File: config.mk
export PLATFORM = sky130hd
export DESIGN_NAME = binary2gray_flat
export DESIGN_NICKNAME = d
export VERILOG_FILES = /design/src/rtl/binary2gray_if.sv /design/src/rtl/binary2gray.sv /design/src/flat_wrapper.sv
export SDC_FILE = /design/constraint.sdc
export NUM_CORES = 1
export LEC_CHECK = 0
export ABC_AREA = 1
export BUFFER_PORTS_ARGS = -buffer_cell sky130_fd_sc_hd__buf_2
export CORE_MARGIN = 2
export CORE_UTILIZATION = 58
export DETAILED_ROUTE_END_ITERATION = 7
export PLACE_DENSITY = 0.82
export SYNTH_ARGS = -nofsm -noshare
export SYNTH_HDL_FRONTEND = slang
export SYNTH_SLANG_ARGS = --single-unit
File: constraint.sdc
create_clock -name iCLK -period 4.05 [get_ports iCLK]
set_input_delay 0 -clock iCLK [delete_from_list [all_inputs] [get_ports iCLK]]
set_output_delay 0 -clock iCLK [all_outputs]
set_load 0.02 [all_outputs]
File: src/rtl/binary2gray_if.sv
// Pixel stream bundle for binary2gray: binary pixel in, gray level out.
interface binary2gray_if;
  logic        iDVAL;
  logic [11:0] iDATA;
  logic        oDVAL;
  logic [11:0] oDATA;

  // source of pixels / sink of gray levels
  modport master (output iDVAL, output iDATA, input oDVAL, input oDATA);
  // the converter itself
  modport slave  (input iDVAL, input iDATA, output oDVAL, output oDATA);
endinterface

File: src/rtl/binary2gray.sv
// Binary-to-gray reconstruction: counts white samples over a sliding window
// of the last WIN pixels and scales that count to a 12-bit gray level.
// Two-stage pipeline, one pixel per cycle, window cleared after a line gap.
module binary2gray #(
  parameter int WIN_LOG2 = 4,
  parameter int LINE_GAP = 16
) (
  input  logic iCLK,
  input  logic iRST,
  binary2gray_if.slave bus
);
  localparam int WIN = 1 << WIN_LOG2;
  localparam int SW  = WIN_LOG2 + 1;
  localparam int GW  = $clog2(LINE_GAP + 1);

  logic [WIN-1:0] window;
  logic [SW-1:0]  sum;
  logic [GW-1:0]  gap;
  logic           vld1;

  logic           pix;
  logic [WIN:0]   ext;
  logic [GW-1:0]  gap_inc;
  logic           line_clr;
  logic [11:0]    level;
  logic           unused_bits;

  // only the MSB carries the black/white decision
  assign pix         = bus.iDATA[11];
  assign unused_bits = ^bus.iDATA[10:0];

  // newest sample enters at bit 0; bit WIN-1 is the one falling out
  assign ext = {window, pix};

  // gap counter saturates, so the clear keeps firing while the gap lasts;
  // a valid pixel always wins over the clear
  assign gap_inc  = (gap == GW'(LINE_GAP)) ? gap : gap + 1'b1;
  assign line_clr = !bus.iDVAL && (gap_inc == GW'(LINE_GAP));

  // full window would scale to 4096, which does not fit in 12 bits
  always_comb begin
    level = 12'(sum) << (12 - WIN_LOG2);
    if (sum == SW'(WIN)) level = 12'hFFF;
  end

  // stage 1: window shift, running white count, line-gap tracking
  always_ff @(posedge iCLK) begin
    if (iRST) begin
      window <= '0;
      sum    <= '0;
      gap    <= '0;
      vld1   <= 1'b0;
    end else begin
      vld1 <= bus.iDVAL;
      if (bus.iDVAL) begin
        window <= ext[WIN-1:0];
        sum    <= sum + SW'(pix) - SW'(window[WIN-1]);
        gap    <= '0;
      end else begin
        gap <= gap_inc;
        if (line_clr) begin
          window <= '0;
          sum    <= '0;
        end
      end
    end
  end

  // stage 2: scale count to gray level; output holds between valid pixels
  always_ff @(posedge iCLK) begin
    if (iRST) begin
      bus.oDVAL <= 1'b0;
      bus.oDATA <= '0;
    end else begin
      bus.oDVAL <= vld1;
      if (vld1) bus.oDATA <= level;
    end
  end
endmodule

File: src/flat_wrapper.sv
// flat-port wrapper written by rule: the top's interface ports become plain ports
module binary2gray_flat 
#(
  parameter int WIN_LOG2 = 4,
  parameter int LINE_GAP = 16
)
  (iCLK, iRST, bus_iDVAL, bus_iDATA, bus_oDVAL, bus_oDATA);
  binary2gray_if bus_i ();
  input  logic iCLK;
  input  logic iRST;
  input wire logic [$bits(bus_i.iDVAL)-1:0] bus_iDVAL;
  input wire logic [$bits(bus_i.iDATA)-1:0] bus_iDATA;
  output wire logic [$bits(bus_i.oDVAL)-1:0] bus_oDVAL;
  output wire logic [$bits(bus_i.oDATA)-1:0] bus_oDATA;
  assign bus_i.iDVAL = bus_iDVAL;
  assign bus_i.iDATA = bus_iDATA;
  assign bus_oDVAL = bus_i.oDVAL;
  assign bus_oDATA = bus_i.oDATA;
  binary2gray #(.WIN_LOG2(WIN_LOG2), .LINE_GAP(LINE_GAP)) u_core (.iCLK(iCLK), .iRST(iRST), .bus(bus_i));
endmodule
* Word level (Yosys, flattened, before mapping) *
Index checks and enable logic that the tools add are counted.

storage, ports and cells
  bits of input ports = 15
  register bits = 40
  output and inout port bits = 13
  word-level logic and storage cells = 22

operators by class
  reduce and logical (&&, ||, !) cells = 4
  eq/ne operators = 3
  multiplexer cells = 6
  $add $sub $neg = 3

operator list
  kind                                                           count
  16-bit two-way mux                                             2
  5-bit equality test, second input constant                     3
  5-bit two-way mux                                              3
  12-bit two-way mux                                             1
  5-bit by 1-bit adder with 5-bit output                         1
  5-bit by 1-bit adder with 5-bit output, second input constant  1
  5-bit by 1-bit subtractor with 5-bit output                    1
  2-bit nonzero test                                             1
  2-bit OR reduction                                             1
  1-bit logical AND                                              1
  1-bit logical NOT                                              1

* Depth between registers and ports, before layout *
Gate-level depths: netlist of the first run.

  word-level depth = 6
  gate-level depth with buffers = 12
  mapped depth without buffers = 12

* Worst setup path after synthesis of the first run *
Ideal clock, no wire load.

  path type = register to register
  from = reg u_core.sum[0]
  to = reg u_core.sum[4]
  clock period less this slack = 1.827 ns
  stages on the path, launching flop included = 13
  arrival = 1.752 ns
  setup slack = 2.223 ns
  required time = 3.976 ns
  library setup time = 0.074 ns
  buffers on the path = 0
  cells stage by stage = dfxtp_1 -> inv_1 -> ha_1 -> inv_1 -> ha_1 -> inv_1 -> fa_1 -> inv_1 -> a21oi_1 -> o21ba_2 -> nand2_1 -> nand2_1 -> o21ai_0

on the way
  word-level cells in the longest chain between the ends = 3

ends and longest elaborated chain
  item                                         RTL line           RTL
  from (decl)                                  binary2gray.sv:17  logic [SW-1:0] sum;
  from (signal assigned)                       binary2gray.sv:57  sum <= sum + SW'(pix) - SW'(window[WIN-1]);
  5-bit by 1-bit adder with 5-bit output       binary2gray.sv:57
  5-bit by 1-bit subtractor with 5-bit output  binary2gray.sv:57
  5-bit two-way mux                            binary2gray.sv:55  if (bus.iDVAL) begin

No other way between the ends.
A chain may end at the register's enable or synchronous reset.

* Worst setup path in the final report of the first run *
Same ends and word-level chain as after synthesis.

==> results of run 1 <==
-- final timing paths --
check                                     start                            end  slack, ns  cells past startpoint
setup / recovery     u_core.sum[0]$_SDFFE_PP0P_     u_core.sum[4]$_SDFFE_PP0P_       2.06                     12
hold / removal                        bus_iDVAL     u_core.sum[2]$_SDFFE_PP0P_       0.06                      4
setup reg to reg     u_core.sum[0]$_SDFFE_PP0P_     u_core.sum[4]$_SDFFE_PP0P_       2.06                     12
hold reg to reg   u_core.window[5]$_SDFFE_PP0P_  u_core.window[5]$_SDFFE_PP0P_       0.47                      2
-- power by group --
part | switching, W | internal, W
registers | 0.00000996 | 0.000336
logic | 0.0000495 | 0.0000281
clock network | 0.000102 | 0.0000691
-- critical path, delay by kind of cell, from the launching register on --
family,cells,cell delay (ns)
fa+ha+maj,3,0.80
compound gates,3,0.41
simple gates,2,0.09
flops,1,0.35
buf+inv,4,0.28
-- layer usage --
metal	wire length [um]	vias up	global-route usage	part of all wire
met1	1220	564	0.238	0.45
met5	0	-	0	0
li1	-	610	-	-
met3	124	9	0.0488	0.046
met4	70	0	0.109	0.026
met2	1280	30	0.316	0.48
-- repair_timing --
| item | CTS | global route |
|---|---|---|
| setup endpoints to repair | 0 | 0 |
| hold endpoints to repair | 4 | 0 |
| hold buffers | 2 | 0 |
-- cells by family after synthesis --
logic type,synth area share
and+or+nand+nor,0.185
buffers and inverters,0.148
AOI/OAI and AO/OA,0.161
DFF,0.424
adders and majority gates,0.0770
xor gates and xnor gates,0.00562
-- area by class of cell --
type | count | area [um2] | area share
clock buffer | 8 | 48.8 | 0.0295
multi-input combinational | 102 | 668 | 0.404
inverter | 37 | 140 | 0.0847
sequential | 33 | 661 | 0.399
timing repair buffer | 18 | 100 | 0.0605
tap | 30 | 37.5 | 0.0227
-- flip-flops by register name (all words and copies together) (netlist names) --
name / cells
u_core.gap: 5
u_core.window: 16
u_core.bus.oDVAL: 1
u_core.sum: 5
u_core.bus.oDATA: 5
u_core.vld1: 1
-- Yosys cell counts, drive strengths merged --
library cell and n:
xor2 1, a21oi 7, inv 36, clkinv 1
o21bai 1, a21o 1, o21ba 1, ha 8
nand2 32, dfxtp 33, buf 10, o21ai 22
nand4 9, nand3 5, nor2 10, fa 1
clkbuf 2, o221ai 4
-- per-stage QoR --
stage	utilization	total power, W	std cells
2_1_floorplan	-	0.000417	184
5_1_grt	0.656	0.000632	228
3_3_place_gp	0.629	0.000425	218
3_5_place_dp	0.629	0.000429	218
4_1_cts	0.656	0.000600	228
6_report	0.656	0.000594	228
==> flow_summary.yaml, run 1 <==
synth:
  synthCells: 184
  synth_area_per_cell_um2: 8.47
  yosysWarnings: 0
  synthDistinctLibCells: 27
  synth_seq_cells: 33
  synth_seq_area_share: 0.424
  post-synth-top-area-cell: "sky130_fd_sc_hd__dfxtp_1"
  yosysTopAreaCellShare: 0.424
  syn_nets: 208
  netlist_area_um2: 1560
  cell_types_with_the_largest_area_share_after_synthesis: "sky130_fd_sc_hd__dfxtp_1, sky130_fd_sc_hd__inv_1, sky130_fd_sc_hd__ha_1, sky130_fd_sc_hd__nand2_1, sky130_fd_sc_hd__o21ai_2"
final_layout:
  num_antenna_cells: 0
  area.growth.synth_to_final_pct: 6.18
  nNetsFinal: 221
  layout_commonest_cell: "sky130_fd_sc_hd__inv_1"
  final_layout_fill_cell_count: 216
  final_cell_area_um2: 1660
  most-common-layout-cells: "sky130_fd_sc_hd__inv_1, sky130_fd_sc_hd__dfxtp_1, sky130_fd_sc_hd__nand2_1, sky130_fd_sc_hd__buf_2, sky130_fd_sc_hd__o21ai_0"
  drive_gt1_frac: 0.232
grt:
  globalRouteTotalUtil: 0.196
  antenna_found_initial: 0
  grt_start_max_net_pins: 17
  globalRoute.totalOverflow: 0
  grt_first_pass_wirelength_um: 4770
  vias_in_the_first_global_route: 1118
routing:
  detailedRoute.firstIterationViolations: 22
  num_vias: 1213
  drtPass1Iterations: 4
  avgRoutedWirePerCell_um: 11.8
  drc: 0
  postRouteWirelength_um: 2690
  vias_per_cell: 5.32
  antenna_left: 0
critical_path:
  worst_ep_required_time_ns: 4.31
  worstPathMaxFanout: 3
  crit_slowest_cell: "sky130_fd_sc_hd__dfxtp_1"
  crit_type: "reg2reg"
  critical-path-max-stage-delay_ns: 0.35
  crit_path_end_kind: "flip-flop"
  cp.arrival_ns: 2.25
  critical_path.startpoint_type: "flip-flop"
  cp_common_cell: "sky130_fd_sc_hd__inv_1"
  cell_chain_of_the_critical_path: "inv_1 -> ha_1 -> inv_1 -> ha_1 -> inv_1 -> fa_1 -> inv_1 -> a21oi_1 -> o21ba_2 -> nand2_1 -> nand2_1 -> o21ai_0"
timing:
  final.period_utilization: 0.492
  accumulated_negative_setup_slack_ns: 0
  maxSlewHeadroom: 0.620
  finalHoldWorstSlack_ns: 0.0567
  grt_setup_unrepaired: "no"
  worst_pin_slew_ns: 0.570
  max_freq_ghz: 0.502
  finalHoldViolCount: 0
  clock-skew-final_ns: 0.00859
  timing.final.setup_violations: 0
  final_max_slew_viol_count: 0
  post-route-worst-setup-slack_ns: 2.06
  min_period_ns: 1.99
pwr:
  irDropWorstVdd_mv: 0.285
  p_leak_nw: 0.724
  total_power_divided_by_cell_area_nw_per_um2: 359
placement:
  place.port_buffers: 16
  place_ws_ns: 2.07
  gp_congestion: 0.852
  hpwlAfterDp_um: 2050
  placement.cell_area_um2: 1590
outcome:
  run_status: "finished, final reports clean"
clocking:
  cts_root_buffer: "sky130_fd_sc_hd__clkbuf_4"
  post_cts_resized: 0
  clkSinkCount: 33
  cts.htree.levels: 2
  tritoncts: "done"
  max-clock-path-buffers: 2
  post_cts.repair.setup_buffers: 0
  clk-insertion-delay-late_ns: 0.33
  cts-buffers-inserted: 5
  clk_pin_slew_worst_paths_ns: 0.10
floorplan:
  coreArea_um2: 2520
  floorplan.die.height_um: 55.8
  initial_utilization: 0.618
  placement_rows: 18
  pin_count: 28
  dieArea_um2: 3120
  die_width_um: 55.8
job:
  drv.max_cap_violation_count: 0
min_path:
  timing.hold.worst.class: "in2reg"
No activity file was read; power rests on OpenSTA's default activity.
==> run 2, diff against run 1 <==
Settings changed: CORE_UTILIZATION 58 to 49, PLACE_DENSITY 0.82 to 0.74.
Clock period 4.05 ns to 1.6 ns, I/O delays scaled along.
==> flow_summary.yaml, run 2 (same netlist as run 1, synthesis figures left out) <==
clocking:
  cts.htree.levels: 2
  cts_root_buffer: "sky130_fd_sc_hd__clkbuf_4"
  clkSinkCount: 33
  clk_pin_slew_worst_paths_ns: 0.10
  max-clock-path-buffers: 2
  tritoncts: "done"
  cts-buffers-inserted: 5
  clk-insertion-delay-late_ns: 0.32
pwr:
  p_leak_nw: 0.790
  total_power_divided_by_cell_area_nw_per_um2: 838
  irDropWorstVdd_mv: 0.417
final_layout:
  largest_reg_flops: 16
  drive_gt1_frac: 0.365
  most-common-layout-cells: "sky130_fd_sc_hd__inv_1, sky130_fd_sc_hd__dfxtp_1, sky130_fd_sc_hd__nand2_1, sky130_fd_sc_hd__buf_2, sky130_fd_sc_hd__o21ai_0"
  layout.core_utilization: 0.606
  area.growth.synth_to_final_pct: 17.7
  final_layout_fill_cell_count: 253
  largest_register: "u_core.window"
  nNetsFinal: 234
  layout_commonest_cell: "sky130_fd_sc_hd__inv_1"
  num_antenna_cells: 0
critical_path:
  crit_slowest_cell: "sky130_fd_sc_hd__dfxtp_2"
  critical-path-max-stage-delay_ns: 0.33
  crit_type: "reg2reg"
  cp_top_family: "adder cells"
  critical_path.startpoint_type: "flip-flop"
  cp.arrival_ns: 2.00
  worstPathMaxFanout: 2
  cp_common_cell: "sky130_fd_sc_hd__inv_2"
  cell_chain_of_the_critical_path: "inv_2 -> ha_4 -> inv_2 -> ha_4 -> inv_2 -> fa_2 -> inv_2 -> a21oi_2 -> o21ba_2 -> nand2_1 -> nand2_1 -> o21ai_1"
  crit_path_end_kind: "flip-flop"
  number_of_buffer_and_inverter_instances_along_the_worst_setup_path: 4
  regToRegSetupSlack_ns: -0.14
  worst_ep_required_time_ns: 1.86
grt:
  antenna_found_initial: 0
  vias_in_the_first_global_route: 1188
  globalRoute.totalOverflow: 0
  grt_first_pass_wirelength_um: 4800
  grt_start_max_net_pins: 12
  globalRouteTotalUtil: 0.178
timing:
  grt_setup_unrepaired: "yes"
  final_max_slew_viol_count: 0
  accumulated_negative_setup_slack_ns: -0.258
  timing.final.setup_violations: 3
  maxSlewHeadroom: 0.800
  max_freq_ghz: 0.575
  final.period_utilization: 1.09
  clock-skew-final_ns: 0.00642
  post-route-worst-setup-slack_ns: -0.140
  finalHoldWorstSlack_ns: 0.0667
  worst_pin_slew_ns: 0.300
  min_period_ns: 1.74
  finalHoldViolCount: 0
routing:
  antenna_left: 0
  drtPass1Iterations: 4
  postRouteWirelength_um: 2910
  vias_per_cell: 4.92
  num_vias: 1255
  avgRoutedWirePerCell_um: 11.4
  detailedRoute.firstIterationViolations: 68
  drc: 0
floorplan:
  coreArea_um2: 3030
  floorplan.die.height_um: 60.4
  placement_rows: 20
  dieArea_um2: 3650
  die_width_um: 60.4
  initial_utilization: 0.515
  pin_count: 28
placement:
  gp_congestion: 0.822
  place_ws_ns: -0.191
  hpwlAfterDp_um: 2080
  place.port_buffers: 16
job:
  drv.max_cap_violation_count: 0
outcome:
  violations: "setup timing"
  run_status: "finished, violations left"
min_path:
  timing.hold.worst.class: "in2reg"
-- run 2: changes by cell type in the layout (fill, tap and decap cells not counted), sizes merged --
| cell | delta |
|---|---|
| buf | +13 |
| clkbuf | -2 |
| clkinv | +2 |
-- run 2: worst register-to-register path, stage by stage, from the launching register on --
cell	delay [ns]
sky130_fd_sc_hd__dfxtp_2	0.33
sky130_fd_sc_hd__inv_2	0.07
sky130_fd_sc_hd__ha_4	0.19
sky130_fd_sc_hd__inv_2	0.06
sky130_fd_sc_hd__ha_4	0.13
sky130_fd_sc_hd__inv_2	0.03
sky130_fd_sc_hd__fa_2	0.32
sky130_fd_sc_hd__inv_2	0.07
sky130_fd_sc_hd__a21oi_2	0.05
sky130_fd_sc_hd__o21ba_2	0.20
sky130_fd_sc_hd__nand2_1	0.05
sky130_fd_sc_hd__nand2_1	0.05
sky130_fd_sc_hd__o21ai_1	0.12
-- run 2: area by class of cell --
cell class	count	area (um2)	area share
Clock buffer	6	41.3	0.0225
Inverter	37	140	0.0763
Sequential cell	33	669	0.365
Multi-Input combinational cell	102	711	0.387
Clock inverter	2	10.0	0.00545
Tap cell	44	55.1	0.0300
Timing Repair Buffer	31	209	0.114
-- run 2: path summary, 6_finish.rpt --
kind | startpoint | endpoint | cells past startpoint
min | bus_iDVAL | u_core.sum[2]$_SDFFE_PP0P_ | 4
max | u_core.sum[0]$_SDFFE_PP0P_ | u_core.sum[4]$_SDFFE_PP0P_ | 12
max reg2reg | u_core.sum[0]$_SDFFE_PP0P_ | u_core.sum[4]$_SDFFE_PP0P_ | 12
min reg2reg | u_core.window[14]$_SDFFE_PP0P_ | u_core.window[14]$_SDFFE_PP0P_ | 2
-- run 2: power breakdown --
part	internal [W]	leakage, nW	switching, W
logic	0.0000939	0.487	0.000139
clock network	0.000167	0.0320	0.000261
registers	0.000850	0.271	0.0000268
total	0.00111	0.790	0.000427
-- run 2: repair_timing --
| action | 4_1_cts | 5_1_grt |
|---|---|---|
| hold buffers | 2 | 0 |
| endpoints found under the hold margin | 3 | 0 |
| setup endpoints to repair | 20 | 17 |
| gates resized for setup | 2 | 11 |
| buffers inserted | 3 | 3 |
| pin swaps | 5 | 1 |
-- run 2: layer usage --
layer | wire, um | part of all wire | vias up | track usage
met3 | 141 | 0.049 | 7 | 0.0448
met1 | 1210 | 0.42 | 576 | 0.198
met2 | 1490 | 0.51 | 36 | 0.321
met4 | 61 | 0.021 | 0 | 0.0762
met5 | 0 | 0 | - | 0
li1 | - | - | 636 | -
-- run 2: per-stage QoR --
step                total power (W)  std cells  area, um2
detailed placement          0.00111        239       1690
global route                0.00163        255       1840
CTS                         0.00155        252       1790
global placement            0.00110        239       1690
finish                      0.00154        255       1840
floorplan                   0.00107        184       1590
